File: config.mk
export PLATFORM = sky130hd
export DESIGN_NAME = serial_adder
export DESIGN_NICKNAME = d
export VERILOG_FILES = /design/src/rtl/serial_adder_pkg.sv /design/src/rtl/serial_adder_fa_cell.sv /design/src/rtl/serial_adder.sv
export SDC_FILE = /design/constraint.sdc
export NUM_CORES = 1
export LEC_CHECK = 0
export CORE_MARGIN = 4
export CORE_UTILIZATION = 37
export CTS_CLUSTER_SIZE = 10
export DETAILED_ROUTE_END_ITERATION = 6
export PLACE_DENSITY = 0.65
export RECOVER_POWER = 50
export SLEW_MARGIN = 15
export SYNTH_ARGS = -nofsm -noshare
export SYNTH_HDL_FRONTEND = slang
export SYNTH_SLANG_ARGS = --single-unit
File: constraint.sdc
create_clock -name clk -period 2.9 [get_ports clk]
set_clock_uncertainty 0.15 [all_clocks]
set_input_delay 0.725 -clock clk [delete_from_list [all_inputs] [get_ports clk]]
set_output_delay 0.725 -clock clk [all_outputs]
set_load 0.01 [all_outputs]
File: src/rtl/serial_adder_pkg.sv
// rtl/serial_adder_pkg.sv - shared types and constants for the serial_adder block
package serial_adder_pkg;

  typedef enum logic [1:0] {
    IDLE  = 2'd0,
    SHIFT = 2'd1,
    DONE  = 2'd2
  } sa_state_e;

  localparam int SA_WIDTH = 8;

  // Bit-counter width; never below one bit so the smallest legal WIDTH still has a counter.
  function automatic int sa_cnt_w(input int w);
    return (w < 2) ? 1 : $clog2(w);
  endfunction

  localparam int SA_CNT_W = sa_cnt_w(SA_WIDTH);

endpackage

File: src/rtl/serial_adder_fa_cell.sv
// rtl/serial_adder_fa_cell.sv - combinational 3:2 counter (full-adder cell)
module fa_cell (
  input  logic a,
  input  logic b,
  input  logic c,
  output logic y,
  output logic z
);

  assign y = (a & b) | (a & c) | (b & c);
  assign z = a ^ b ^ c;

endmodule

File: src/rtl/serial_adder.sv
// rtl/serial_adder.sv - bit-serial LSB-first adder; SERIAL_ADDER_SUB_EN adds a subtract input
module serial_adder
  import serial_adder_pkg::*;
#(
  parameter int WIDTH = SA_WIDTH
) (
  input  logic             clk,
  input  logic             rst,
  input  logic             start,
`ifdef SERIAL_ADDER_SUB_EN
  input  logic             sub,
`endif
  input  logic [WIDTH-1:0] a_in,
  input  logic [WIDTH-1:0] b_in,
  output logic             busy,
  output logic             done,
  output logic [WIDTH-1:0] sum,
  output logic             cout
);

  localparam int                CNT_W    = sa_cnt_w(WIDTH);
  localparam logic [CNT_W-1:0]  CNT_LAST = CNT_W'(WIDTH - 1);

  sa_state_e         state_q, state_d;
  logic [WIDTH-1:0]  a_q, a_d;
  logic [WIDTH-1:0]  b_q, b_d;
  logic [WIDTH-1:0]  sum_q, sum_d;
  logic [CNT_W-1:0]  cnt_q, cnt_d;
  logic              carry_q, carry_d;
  logic              cout_q, cout_d;
  logic              fa_y, fa_z;
  logic [WIDTH-1:0]  b_load;
  logic              carry_load;

`ifdef SERIAL_ADDER_SUB_EN
  // Two's-complement subtract: invert B and inject the +1 through the initial carry.
  assign b_load     = sub ? ~b_in : b_in;
  assign carry_load = sub;
`else
  assign b_load     = b_in;
  assign carry_load = 1'b0;
`endif

  fa_cell u_fa_cell (
    .a (a_q[0]),
    .b (b_q[0]),
    .c (carry_q),
    .y (fa_y),
    .z (fa_z)
  );

  always_comb begin
    state_d = state_q;
    a_d     = a_q;
    b_d     = b_q;
    sum_d   = sum_q;
    cnt_d   = cnt_q;
    carry_d = carry_q;
    cout_d  = cout_q;
    case (state_q)
      IDLE: begin
        if (start) begin
          a_d     = a_in;
          b_d     = b_load;
          carry_d = carry_load;
          cnt_d   = '0;
          state_d = SHIFT;
        end
      end
      SHIFT: begin
        sum_d   = {fa_z, sum_q[WIDTH-1:1]};
        a_d     = {1'b0, a_q[WIDTH-1:1]};
        b_d     = {1'b0, b_q[WIDTH-1:1]};
        carry_d = fa_y;
        if (cnt_q == CNT_LAST) begin
          // Counter parks at its last value instead of wrapping.
          cout_d  = fa_y;
          state_d = DONE;
        end else begin
          cnt_d = cnt_q + CNT_W'(1);
        end
      end
      DONE: begin
        state_d = IDLE;
      end
      default: begin
        state_d = IDLE;
      end
    endcase
  end

  always_ff @(posedge clk) begin
    if (rst) begin
      state_q <= IDLE;
      a_q     <= '0;
      b_q     <= '0;
      sum_q   <= '0;
      cnt_q   <= '0;
      carry_q <= 1'b0;
      cout_q  <= 1'b0;
    end else begin
      state_q <= state_d;
      a_q     <= a_d;
      b_q     <= b_d;
      sum_q   <= sum_d;
      cnt_q   <= cnt_d;
      carry_q <= carry_d;
      cout_q  <= cout_d;
    end
  end

  assign busy = (state_q == SHIFT);
  assign done = (state_q == DONE);
  assign sum  = sum_q;
  assign cout = cout_q;

  a_busy_done_excl: assert property (@(posedge clk) !(busy && done));

endmodule
# Yosys cells after proc, flatten, opt, wreduce, memory -nomap -nowiden

Cells that the tools add are included.

Register bits: 31
Latch bits: 0
Memory bits (writable): 0
ROM bits: 0
Input bits: 19
Output and inout port bits: 11
Word-level logic and storage cells: 39
Memories kept: 0

Add/subtract/negate cells: 1
Multipliers: 0
Div/mod/pow operators: 0
Order comparisons: 0
Eq/ne operators: 6
Shift operators: 0
Muxes and demuxes: 12
Bitwise gates (word level): 7
Reductions and logical operators: 6

Operators with widths:

| operator                                      | count |
|---|---|
| one-hot mux 8 bit (2 select lines)            | 2 |
| two-way mux 8 bit                             | 2 |
| two-way mux 3 bit                             | 2 |
| one-hot mux 3 bit (2 select lines)            | 1 |
| AND reduction 2 bit                           | 3 |
| two-way mux 2 bit                             | 2 |
| != test 2 bit, second input constant          | 2 |
| one-hot mux 2 bit (2 select lines)            | 1 |
| adder 3 x 1 -> 3 bit, second input constant   | 1 |
| AND 1 bit                                     | 3 |
| == test 3 bit, second input constant          | 1 |
| AND reduction 3 bit                           | 1 |
| == test 2 x 1 -> 1 bit, second input constant | 1 |
| == test 2 bit, second input constant          | 1 |
| logical NOT 2 bit                             | 1 |
| != test 2 x 1 -> 1 bit, second input constant | 1 |
| OR 1 bit                                      | 2 |
| one-hot mux 1 bit (2 select lines)            | 1 |
| nonzero test 2 bit                            | 1 |
| XOR 1 bit                                     | 2 |
| two-way mux 1 bit                             | 1 |

# Longest topological paths before layout

Word-level depth: 4
Mapped depth: 7
Gate-level depth less buffers: 5

# Hierarchy

From an unflattened synthesis, not the netlist that was laid out.

Cells, all modules: 141
Area total of the unflattened synthesis: 1318.8 µm²

By module, submodules not included:

| module       | times used | cells an instance | area an instance (µm²) | seq. area each (µm²) |
|---|---|---|---|---|
| serial_adder | 1          | 140               | 1298.7                 | 620.6 |
| fa_cell      | 1          | 1                 | 20.0                   | 0.0 |

# Worst setup path after synthesis

OpenSTA, ideal clock, no wires.

Path type: register to output
Start: reg state_q[1]
End: out busy
Arrival: 883 ps
Data required time: 2025 ps
Slack: 1142 ps
Cell stages (with the launch flop): 6
Buffers on the path: 3
Cell sequence: dfxtp_1 buf_6 nand2b_1 buf_2 inv_1 buf_6

Word-level cells in the longest chain between the ends: 1

Ends and longest elaborated chain:

| element                | line                | text |
|---|---|---|
| from (decl)            | serial_adder.sv:24  | `sa_state_e state_q, state_d;` |
| from (signal assigned) | serial_adder.sv:102 | `state_q <= state_d;` |
| == test 2 x 1 -> 1 bit | serial_adder.sv:112 | `assign busy = (state_q == SHIFT);` |
| to (decl)              | serial_adder.sv:15  | `output logic busy,` |

No other way between the ends.

# Worst setup path after layout

Ends and elaborated chain as after synthesis.

==> flow_summary.toml <==
[synthesis]
synth.area.mux_share_pct = 10.9
ys_warn_count = 0
synthAdderAreaFrac_pct = 3.26
synth_compound_area_share_pct = 17.7
synth_area_leader_cell = "dfxtp_1"
synth_cells = 146
synth_simple_gate_area_share_pct = 15.4
syn_area_per_cell_sq_um = 9.46
seq_area_frac_synth_pct = 44.9
yosysUniqueCellTypes = 25
syn_nets = 168
synth_xor_area_share_pct = 0
synth_top_family_by_area = "compound AO/OA/AOI/OAI gates"
synth_top_area_share_pct = 44.9
ys_seq_elements = 31
ys_top_cells_by_area = "dfxtp_1 45%, mux2i_1 11%, a211oi_2 5.4%, nand2_1 5.4%, nor2_1 5.2%"
netlist_area_sq_mm = 0.00138

[route]
dr.pass1.iters = 4
vias = 1113
vias_per_cell = 5.08
ant_nets = 0
wl_per_cell_um = 12.0
initialDrtViolationCount = 67
drcViolationCount = 0
wirelength_um = 2630

[final_layout]
area_delta_synth_final_pct = 25.7
drive_gt1_share_pct = 7.51
regArea_sq_um = 621
final_cell_mix = "31 x dfxtp_1, 28 x clkdlybuf4s50_1, 20 x nand2_1"
final.fill_count = 359
final_common_cell = "dfxtp_1"
diodes = 0
multiInputGateArea_sq_um = 642
stdcell_count = 219
final_util_pct = 50.1
fin_nets = 194
final_area_sq_mm = 0.00174

[pwr]
pwr-share-clk_pct = 38.8
vdd_ir_drop_max_uv = 301
pwr-share-comb_pct = 12.2
p_total_mw = 0.943
switchingPower_mw = 0.218
switching_share_pct = 23.1
leakagePower_nw = 0.643
seq_power_share_pct = 49.0
internal-power_mw = 0.725
p_per_area_mw_per_mm2 = 543

[run_status]
outcome = "finished, final reports clean"

[placement]
dp.cells = 211
dp_hpwl_um = 1880
place.port_buffers = 29
placed_area_sq_mm = 0.00165
gp_congestion = 0.755
pre_cts_ws_ps = 481

[hold_path]
holdPathStages = 2
hp-class = "reg2reg"
hp-start = "cout$_SDFFE_PP0P_"
min_to = "cout$_SDFFE_PP0P_"

[global_routing]
antenna_found_initial = 0
grt_max_degree = 32
grt_pass1_vias = 1079
grt_pass1_wl_um = 4600
gr-total-overflow = 0
grt_util_all_layers_pct = 12.0

[clock_network]
clock_sinks = 31
clkLatencyLatePin_ps = 280
cts-buffers-inserted = 5
cts_root_buffer = "clkbuf_8"
cts_resized = 0
clockBufferDepth = 2
post_cts.repair.setup_buffers = 0
cts_max_level = 2
path_clk_slew_ps = 60
ctsHoldBuffers = 0
cts_tree = "yes"

[critical_path]
r2r_setup_slack_ps = 1210
cp-end-kind = "output pin"
r2r-end = "a_q[2]$_SDFFE_PP0P_"
rr_startpoint = "state_q[0]$_SDFFE_PP0P_"
reg2reg_depth = 5
path_max_fanout = 11
cp.arrival_ps = 1850
cp.required_ps = 2030
crit_type = "reg2out"
cp-start-kind = "flip-flop"

[timing]
fin_ws_ps = 174
min_period_over_period_pct = 94.0
worst_pin_slew_ps = 1380
holdWs_ps = 314
period_minus_slack_ps = 2730
hold_viol = 0
fin_tns_setup_ps = 0
slew_headroom_pct = 7.84
setup_viol_count_final = 0
slew_violations = 0
fmax_mhz = 367
grt_setup_unrepaired = "no"

[floorplanning]
die_area_sq_mm = 0.00477
die_h_um = 69.1
coreArea_sq_mm = 0.00347
die_w_um = 69.1
ios = 30
rows = 21
initial_core_util_pct = 39.8

[flow_run]
max-cap-violations = 0
## how the worst max path moves through the flow
stage	from	to	slack, ps
2_1_floorplan	state_q[1]$_SDFFE_PP0P_	busy	1140
3_3_place_gp	state_q[1]$_SDFFE_PP0P_	busy	520
3_5_place_dp	state_q[1]$_SDFFE_PP0P_	busy	480
4_1_cts	state_q[1]$_SDFFE_PP0P_	busy	170
5_1_grt	state_q[1]$_SDFFE_PP0P_	busy	70
6_report	state_q[1]$_SDFFE_PP0P_	busy	170
## power by group through the flow
| stage | combinational (mW) | sequential, mW | clock [mW] |
|---|---|---|---|
| finish | 0.115 | 0.462 | 0.366 |
| CTS | 0.120 | 0.462 | 0.380 |
| floorplan | 0.0859 | 0.469 | 0 |
| global route | 0.130 | 0.465 | 0.398 |
| global placement | 0.116 | 0.471 | 0 |
| detailed placement | 0.119 | 0.472 | 0 |
## flip-flops by register name, summed over array words and instances, names as in the netlist
name and count:
b_q 8, carry_q 1, a_q 8, state_q 2
cout 1, sum 8, cnt_q 3
## critical path, stage by stage (launching register included)
cell and delay (ps):
dfxtp_1 370, nand2b_1 290, inv_1 310, clkdlybuf4s50_1 600
## kinds of logic (layout without fill, tap and decap cells)
kind of cell	Yosys count	after routing
multiplexers	15	15
flip-flops	31	31
AND/OR/NAND/NOR	50	50
buffers and inverters	15	42
AO/OA/AOI/OAI	32	32
adder cells (fa/ha/maj)	3	3
## Yosys cell counts
cell and n:
o21ba_1 1, o21bai_1 1, buf_6 6, clkbuf_4 1
nor3b_1 1, fa_1 1, nand3b_1 1, a31oi_1 3
clkbuf_1 3, a22oi_1 3, buf_2 3, a21oi_1 10
nor4b_1 1, nor3_1 1, nand3_1 5, mux2i_1 15
dfxtp_1 31, nand2_1 20, a211oi_2 6, nand2b_1 1
nor2b_1 1, inv_1 2, ha_1 2, a211oi_1 8
nor2_1 19
## area by class of cell
type,count,area share (%)
sequential,31,35.7
inverter,2,0.432
tap,46,3.31
multi-input combinational,100,37.0
timing repair buffer,32,17.8
clock buffer,8,5.76
## routing by layer
| layer | wire length, um | track usage [%] | up-vias |
|---|---|---|---|
| li1 | - | - | 558 |
| met1 | 1200 | 13.8 | 520 |
| met2 | 1230 | 18.9 | 27 |
| met3 | 120 | 3.78 | 8 |
| met4 | 80 | 7.81 | 0 |
| met5 | 0 | 0 | - |
Power figures use the tool's default switching activity.
